===== config.mk =====
export PLATFORM = sky130hd
export DESIGN_NAME = bank_sc_xbar_rtn
export DESIGN_NICKNAME = d
export VERILOG_FILES = /design/src/rtl/mcash_xbar_pkg.sv /design/src/rtl/bank_sc_rtn_fifo.sv /design/src/rtl/bank_sc_xbar_rtn.sv
export SDC_FILE = /design/constraint.sdc
export NUM_CORES = 1
export LEC_CHECK = 0
export ABC_CLOCK_PERIOD_IN_PS = 10800
export CAP_MARGIN = 20
export CORE_AREA = 2 2 385 387
export CTS_BUF_LIST = sky130_fd_sc_hd__clkbuf_8
export DETAILED_ROUTE_END_ITERATION = 6
export DIE_AREA = 0 0 387 389
export RECOVER_POWER = 25
export SKIP_LAST_GASP = 1
export SYNTH_ARGS = -nofsm -noshare
export SYNTH_HDL_FRONTEND = slang
export SYNTH_SLANG_ARGS = --single-unit

===== constraint.sdc =====
create_clock -name clk_i -period 10.8 [get_ports clk_i]
set_input_delay 1.08 -clock clk_i [delete_from_list [all_inputs] [get_ports clk_i]]
set_output_delay 1.08 -clock clk_i [all_outputs]
set_load 0.02 [all_outputs]

===== src/rtl/mcash_xbar_pkg.sv =====
// Shared definitions for the bank-side cross-bar return path.
//   CH_NUM    : number of return channels (fixed at 3, ch_id 3 is illegal)
//   ROB_NUM_W : width of the ROB slot tag
//   DATA_W    : width of one read-data beat
//   CH_ID_W   : width of a channel id
//   rtn_beat_t: payload stored per return beat (ROB slot + data)
package mcash_xbar_pkg;

    localparam int unsigned CH_NUM    = 3;
    localparam int unsigned ROB_NUM_W = 3;
    localparam int unsigned DATA_W    = 128;
    localparam int unsigned CH_ID_W   = 2;

    typedef struct packed {
        logic [ROB_NUM_W-1:0] rob_num;
        logic [DATA_W-1:0]    data;
    } rtn_beat_t;

endpackage


===== src/rtl/bank_sc_rtn_fifo.sv =====
// Per-channel return FIFO: synchronous, registered full/empty.
//   clk_i        in   clock
//   rst_i        in   asynchronous active-low reset (pointers only)
//   push_i       in   write push_data_i (ignored when full)
//   push_data_i  in   WIDTH-bit entry to write
//   pop_i        in   drop the head entry (ignored when empty)
//   pop_data_o   out  head entry (valid while !empty_o)
//   full_o       out  DEPTH entries held
//   empty_o      out  no entries held
module bank_sc_rtn_fifo #(
    parameter int unsigned DEPTH = 4,
    parameter int unsigned WIDTH = 131
) (
    input  logic             clk_i,
    input  logic             rst_i,
    input  logic             push_i,
    input  logic [WIDTH-1:0] push_data_i,
    input  logic             pop_i,
    output logic [WIDTH-1:0] pop_data_o,
    output logic             full_o,
    output logic             empty_o
);

    localparam int unsigned PTR_W = $clog2(DEPTH);

    // Pointers carry one extra MSB so that full and empty differ when the
    // index bits match.
    logic [PTR_W:0]   wr_ptr_q, wr_ptr_d;
    logic [PTR_W:0]   rd_ptr_q, rd_ptr_d;
    logic [WIDTH-1:0] mem_q [DEPTH];
    logic             push_en, pop_en;

    always_comb begin
        full_o  = (wr_ptr_q[PTR_W] != rd_ptr_q[PTR_W]) &&
                  (wr_ptr_q[PTR_W-1:0] == rd_ptr_q[PTR_W-1:0]);
        empty_o = (wr_ptr_q == rd_ptr_q);
        push_en = push_i && !full_o;
        pop_en  = pop_i && !empty_o;
        wr_ptr_d = wr_ptr_q + {{PTR_W{1'b0}}, push_en};
        rd_ptr_d = rd_ptr_q + {{PTR_W{1'b0}}, pop_en};
        pop_data_o = mem_q[rd_ptr_q[PTR_W-1:0]];
    end

    always_ff @(posedge clk_i or negedge rst_i) begin
        if (!rst_i) begin
            wr_ptr_q <= '0;
            rd_ptr_q <= '0;
        end else begin
            wr_ptr_q <= wr_ptr_d;
            rd_ptr_q <= rd_ptr_d;
        end
    end

    // Storage needs no reset: nothing is read until the pointers say so.
    always_ff @(posedge clk_i) begin
        if (push_en) begin
            mem_q[wr_ptr_q[PTR_W-1:0]] <= push_data_i;
        end
    end

endmodule


===== src/rtl/bank_sc_xbar_rtn.sv =====
// Bank-side return unit: buffers bank read returns per channel, arbitrates
// round-robin across credited channels and drives one registered beat per
// cycle towards the cross-bar ROBs. ROB pops return channel credits.
//   clk_i               in   clock
//   rst_i               in   asynchronous active-low reset
//   rtn_push_valid_i    in   bank pipeline offers a beat
//   rtn_push_ready_o    out  target channel FIFO accepts it (ch_id 3 never)
//   rtn_push_ch_id_i    in   destination channel
//   rtn_push_rob_num_i  in   ROB slot tag
//   rtn_push_data_i     in   read data
//   sc_xbar_valid_o     out  one-cycle pulse per issued beat
//   sc_xbar_ch_id_o     out  channel of the beat (holds when idle)
//   sc_xbar_rob_num_o   out  ROB slot of the beat (holds when idle)
//   sc_xbar_data_o      out  data of the beat (holds when idle)
//   channel_spw_pop_i   in   per-channel credit return, bit = channel
module bank_sc_xbar_rtn
    import mcash_xbar_pkg::*;
#(
    parameter int unsigned FIFO_DEPTH = 4,
    parameter int unsigned CH_CREDITS = 2
) (
    input  logic         clk_i,
    input  logic         rst_i,
    input  logic         rtn_push_valid_i,
    output logic         rtn_push_ready_o,
    input  logic [1:0]   rtn_push_ch_id_i,
    input  logic [2:0]   rtn_push_rob_num_i,
    input  logic [127:0] rtn_push_data_i,
    output logic         sc_xbar_valid_o,
    output logic [1:0]   sc_xbar_ch_id_o,
    output logic [2:0]   sc_xbar_rob_num_o,
    output logic [127:0] sc_xbar_data_o,
    input  logic [2:0]   channel_spw_pop_i
);

    localparam int unsigned     CR_W   = $clog2(CH_CREDITS + 1);
    localparam logic [CR_W-1:0] CR_MAX = CR_W'(CH_CREDITS);

    rtn_beat_t             push_beat;
    rtn_beat_t             head_beat [CH_NUM];
    rtn_beat_t             sel_beat;
    logic [CH_NUM-1:0]     fifo_full, fifo_empty, fifo_push, fifo_pop;
    logic [CH_NUM-1:0]     eligible;
    logic [CR_W-1:0]       credit_q [CH_NUM];
    logic [CR_W-1:0]       credit_d [CH_NUM];
    logic [CH_ID_W-1:0]    rr_ptr_q, rr_ptr_d;
    logic                  grant_valid;
    logic [CH_ID_W-1:0]    grant_ch;
    int unsigned           arb_idx;

    logic                  out_valid_q, out_valid_d;
    logic [CH_ID_W-1:0]    out_ch_q, out_ch_d;
    logic [ROB_NUM_W-1:0]  out_rob_q, out_rob_d;
    logic [DATA_W-1:0]     out_data_q, out_data_d;

    // Push side: ready comes from the registered full flag, so a full FIFO
    // popped this cycle still refuses the beat.
    always_comb begin
        push_beat.rob_num = rtn_push_rob_num_i;
        push_beat.data    = rtn_push_data_i;
        rtn_push_ready_o  = 1'b0;
        fifo_push         = '0;
        for (int unsigned c = 0; c < CH_NUM; c++) begin
            if (rtn_push_ch_id_i == CH_ID_W'(c)) begin
                rtn_push_ready_o = !fifo_full[c];
                fifo_push[c]     = rtn_push_valid_i && !fifo_full[c];
            end
        end
    end

    for (genvar c = 0; c < CH_NUM; c++) begin : g_fifo
        bank_sc_rtn_fifo #(
            .DEPTH (FIFO_DEPTH),
            .WIDTH ($bits(rtn_beat_t))
        ) u_fifo (
            .clk_i       (clk_i),
            .rst_i       (rst_i),
            .push_i      (fifo_push[c]),
            .push_data_i (push_beat),
            .pop_i       (fifo_pop[c]),
            .pop_data_o  (head_beat[c]),
            .full_o      (fifo_full[c]),
            .empty_o     (fifo_empty[c])
        );
    end

    // Round-robin: scan channels starting at the pointer, first eligible wins.
    always_comb begin
        grant_valid = 1'b0;
        grant_ch    = '0;
        arb_idx     = 0;
        for (int unsigned c = 0; c < CH_NUM; c++) begin
            eligible[c] = !fifo_empty[c] && (credit_q[c] != '0);
        end
        for (int unsigned i = 0; i < CH_NUM; i++) begin
            arb_idx = (int'(rr_ptr_q) + i) % CH_NUM;
            if (!grant_valid && eligible[arb_idx]) begin
                grant_valid = 1'b1;
                grant_ch    = CH_ID_W'(arb_idx);
            end
        end
        rr_ptr_d = rr_ptr_q;
        if (grant_valid) begin
            rr_ptr_d = (grant_ch == CH_ID_W'(CH_NUM - 1)) ? '0 : grant_ch + 1'b1;
        end
    end

    // Grant pops the FIFO, consumes a credit and loads the output register.
    always_comb begin
        fifo_pop = '0;
        sel_beat = '0;
        for (int unsigned c = 0; c < CH_NUM; c++) begin
            if (grant_valid && grant_ch == CH_ID_W'(c)) begin
                fifo_pop[c] = 1'b1;
                sel_beat    = head_beat[c];
            end
        end
        out_valid_d = grant_valid;
        out_ch_d    = out_ch_q;
        out_rob_d   = out_rob_q;
        out_data_d  = out_data_q;
        if (grant_valid) begin
            out_ch_d   = grant_ch;
            out_rob_d  = sel_beat.rob_num;
            out_data_d = sel_beat.data;
        end
        for (int unsigned c = 0; c < CH_NUM; c++) begin
            credit_d[c] = credit_q[c];
            unique case ({fifo_pop[c], channel_spw_pop_i[c]})
                2'b10:   credit_d[c] = credit_q[c] - 1'b1;
                2'b01:   if (credit_q[c] != CR_MAX) credit_d[c] = credit_q[c] + 1'b1;
                default: credit_d[c] = credit_q[c];
            endcase
        end
    end

    always_ff @(posedge clk_i or negedge rst_i) begin
        if (!rst_i) begin
            rr_ptr_q    <= '0;
            out_valid_q <= 1'b0;
            out_ch_q    <= '0;
            out_rob_q   <= '0;
            out_data_q  <= '0;
            for (int unsigned c = 0; c < CH_NUM; c++) begin
                credit_q[c] <= CR_MAX;
            end
        end else begin
            rr_ptr_q    <= rr_ptr_d;
            out_valid_q <= out_valid_d;
            out_ch_q    <= out_ch_d;
            out_rob_q   <= out_rob_d;
            out_data_q  <= out_data_d;
            for (int unsigned c = 0; c < CH_NUM; c++) begin
                credit_q[c] <= credit_d[c];
            end
        end
    end

    always_comb begin
        sc_xbar_valid_o   = out_valid_q;
        sc_xbar_ch_id_o   = out_ch_q;
        sc_xbar_rob_num_o = out_rob_q;
        sc_xbar_data_o    = out_data_q;
    end

    // A pop that would push a channel above its credit limit is a ROB bug.
    for (genvar c = 0; c < CH_NUM; c++) begin : g_credit_chk
        assert property (@(posedge clk_i) disable iff (!rst_i)
            !(channel_spw_pop_i[c] && !fifo_pop[c] && credit_q[c] == CR_MAX));
    end

endmodule


==> load_flow_metrics.sql <==
INSERT INTO impl_metrics (metric_group, metric, value, unit) VALUES
('run_status', 'outcome', 'complete, but fails checks', ''),
('run_status', 'violations', 'max-capacitance violations, max-slew violations', ''),
('route', 'detail_route.first_pass.iterations', '6', ''),
('sta', 'final.period_utilization', '51.1', '%'),
('sta', 'maxSlewViolCount', '109', ''),
('cts', 'cts-buffers-inserted', '295', ''),
('die', 'fp.coreArea', '147000', 'sq um'),
('placement', 'port_buffers', '273', ''),
('synth', 'yosysSeqAreaShare', '78.3', '%'),
('run', 'maxCapViolCount', '1', ''),
('placement', 'gp_routability_congestion', '0.730', ''),
('synth', 'netlist_area_before_placement', '65400', 'sq um'),
('global_route', 'antenna_found_initial', '42', ''),
('worst_setup_path', 'timing.critical_path.fanout_max', '56', ''),
('hold_path', 'holdCritStartpoint', 'sc_xbar_data_o[93]', ''),
('synth', 'synth_cell_type_count', '46', ''),
('global_route', 'met2_usage', '32.8', '%'),
('synth', 'dominantRegCellSynth', 'edfxtp_1', ''),
('synth', 'yosysMostFrequentCell', 'edfxtp_1', ''),
('worst_setup_path', 'worstReg2RegStart', 'g_fifo[1].u_fifo.rd_ptr_q[1]', ''),
('die', 'die_area', '151000', 'sq um'),
('synth', 'netlist_instances', '3063', ''),
('layout', 'area.growth.synth_to_final', '15.6', '%'),
('cts', 'postCtsSetupBuffers', '0', ''),
('hold_path', 'min_to', 'sc_xbar_data_o[93]', ''),
('synth', 'synthesis.nets', '3216', ''),
('global_route', 'groute.usage.overall', '20.5', '%'),
('worst_setup_path', 'worstPathArrival', '6.09', 'ns'),
('worst_setup_path', 'timing.critical_path.required', '11.37', 'ns'),
('die', 'die_y', '389', 'um'),
('hold_path', 'min-delay-path-class', 'reg -> reg', ''),
('sta', 'timing.setup.tns', '0', 'ns'),
('worst_setup_path', 'path_class', 'reg -> reg', ''),
('sta', 'timing_hold_violations_final', '0', ''),
('cts', 'cts.hold.buffers_added', '0', ''),
('worst_setup_path', 'crit-reg2reg-capture', 'g_fifo[1].u_fifo.mem_q[3][64]', ''),
('synth', 'synth-seq-cells', '1732', ''),
('pwr', 'static-leakage-power', '24.9', 'nW'),
('cts', 'cts_repair_resize_count', '0', ''),
('route', 'detail_route.wirelength', '153000', 'um'),
('synth', 'synth_area_per_cell', '21.4', 'sq um'),
('route', 'remaining_drc_errors', '0', ''),
('sta', 'post-route-worst-setup-slack', '5.28', 'ns'),
('cts', 'clk-insertion-delay-late', '0.99', 'ns'),
('synth', 'synth_top_cell_area_share', '72.2', '%'),
('synth', 'synth_top_cell_by_area', 'edfxtp_1', ''),
('cts', 'clkSinkCount', '1732', ''),
('die', 'initial_core_util', '44.6', '%'),
('sta', 'timing.clock.skew', '0.0693', 'ns'),
('route', 'post_drt_via_cell_ratio', '5.58', ''),
('worst_setup_path', 'worstRegToRegCells', '7', ''),
('route', 'drt_iter0_markers', '3157', ''),
('placement', 'detailedPlace.worstSlack', '5.23', 'ns'),
('worst_setup_path', 'timing.critical_path.to_type', 'register', ''),
('cts', 'h-tree-depth', '5', ''),
('route', 'dr_total_vias', '31600', ''),
('layout', 'layout-drive-gt1-share', '22.0', '%'),
('die', 'num_io_pins', '274', ''),
('sta', 'clock.fmax', '181', 'MHz'),
('hold_path', 'worstHoldPathCells', '2', ''),
('sta', 'slew-limit-headroom', '-210', '%'),
('synth', 'synthesis_warnings', '0', ''),
('cts', 'cts_tree', 'built', ''),
('placement', 'dp_hpwl', '76900', 'um'),
('global_route', 'grt.met3_usage', '5.28', '%'),
('sta', 'final.min_clock_period', '5.52', 'ns'),
('synth', 'synthTopCellsByArea', 'edfxtp_1 72%, mux4_2 14%, dfrtp_1 6.0%, mux2i_1 2.0%, o21ai_1 2.0%', ''),
('global_route', 'grt_pass1_vias', '34100', ''),
('sta', 'worst_pin_slew', '4.66', 'ns'),
('worst_setup_path', 'ff2ff_setup_slack', '5.28', 'ns'),
('synth', 'synth_async_sr_flop_share', '9.24', '%');
-- sequential cells by signal (all words and copies together), names as in the netlist --
| signal | cells |
|---|---|
| g_fifo.u_fifo.mem_q | 1572 |
| sc_xbar_valid_o | 1 |
| credit_q | 6 |
| rr_ptr_q | 2 |
| sc_xbar_data_o | 128 |
| sc_xbar_rob_num_o | 3 |
| g_fifo.u_fifo.rd_ptr_q | 9 |
| g_fifo.u_fifo.wr_ptr_q | 9 |
| sc_xbar_ch_id_o | 2 |
-- worst max path at each step --
| stage | start | slack [ns] | end | cells after the start |
|---|---|---|---|---|
| 2_1_floorplan | rtn_push_ch_id_i[1] | 3.02 | g_fifo[0].u_fifo.mem_q[1][0] | 3 |
| 3_3_place_gp | g_fifo[1].u_fifo.rd_ptr_q[1] | 5.19 | g_fifo[1].u_fifo.mem_q[3][70] | 7 |
| 3_5_place_dp | g_fifo[1].u_fifo.rd_ptr_q[1] | 5.23 | g_fifo[1].u_fifo.mem_q[3][70] | 7 |
| 4_1_cts | g_fifo[1].u_fifo.rd_ptr_q[1] | 5.21 | g_fifo[1].u_fifo.mem_q[3][70] | 7 |
| 5_1_grt | rst_i | 4.57 | sc_xbar_data_o[70] | 3 |
| 6_report | g_fifo[1].u_fifo.rd_ptr_q[1] | 5.28 | g_fifo[1].u_fifo.mem_q[3][64] | 7 |
-- critical path, stage by stage (launching register included) --
cell	delay, ns
dfrtp_4	1.11
xnor2_1	0.29
nand2_1	0.18
nor2_1	0.09
nor4bb_1	0.92
and3_4	0.87
buf_4	0.77
buf_4	0.82
-- area by class of cell --
class / count / area (sq um)
fill: 11500 / 71000
clock buffer: 320 / 4400
clock inverter: 180 / 878
sequential: 1732 / 51200
inverter: 9 / 33.8
tap: 1930 / 2410
multi-input combinational: 1159 / 13400
antenna: 17 / 42.5
timing repair buffer: 320 / 3210
-- cell usage in the layout, fill, tap and decap left out, types with 17 or more instances in the layout --
cell / netlist / final
buf_4: 2 / 36
clkbuf_8: 0 / 320
clkdlybuf4s50_1: 0 / 193
clkinv_1: 0 / 34
dfrtp_1: 157 / 151
diode_2: 0 / 17
dlygate4sd3_1: 0 / 79
edfxtp_1: 1572 / 1572
inv_1: 8 / 127
mux2i_1: 132 / 132
mux4_2: 393 / 393
nand2_1: 275 / 275
o21ai_1: 259 / 259
-- power by group --
group | total (W) | internal, W | switching (W) | leakage, nW
clock network | 0.00532 | 0.00285 | 0.00247 | 3.13
logic | 0.00753 | 0.00323 | 0.00430 | 5.74
registers | 0.00879 | 0.00814 | 0.000647 | 16.1
total | 0.0216 | 0.0142 | 0.00742 | 24.9
-- per-layer routing --
metal / part of all wire, % / vias up
met2: 48 / 1147
met3: 8.0 / 242
li1: - / 13400
met5: 0.048 / -
met4: 2.0 / 12
met1: 42 / 16800
-- metrics by stage --
step	power (W)	hold slack, ns	cell area (sq um)	cells	util (%)
6_report	0.0216	0.480	75600	5667	51.6
3_3_place_gp	0.0165	0.470	70300	5148	48.0
3_5_place_dp	0.0166	0.475	70300	5148	48.0
2_1_floorplan	0.0141	0.459	65400	3063	-
5_1_grt	0.0229	0.505	75600	5656	51.6
4_1_cts	0.0220	0.0767	75600	5648	51.6
-- kinds of logic (layout without fill, tap and decap cells) --
| group | after synthesis | after routing | share of synthesized area, % |
|---|---|---|---|
| adders and majority gates | 14 | 14 | 0.268 |
| and+or+nand+nor | 312 | 312 | 1.92 |
| DFF | 1732 | 1732 | 78.3 |
| xor gates and xnor gates | 18 | 18 | 0.264 |
| muxes | 526 | 526 | 15.6 |
| buffers and inverters | 172 | 829 | 1.34 |
| AOI/OAI and AO/OA | 289 | 289 | 2.34 |
| other | 0 | 17 | 0 |
(Power assumes the default switching activity.)
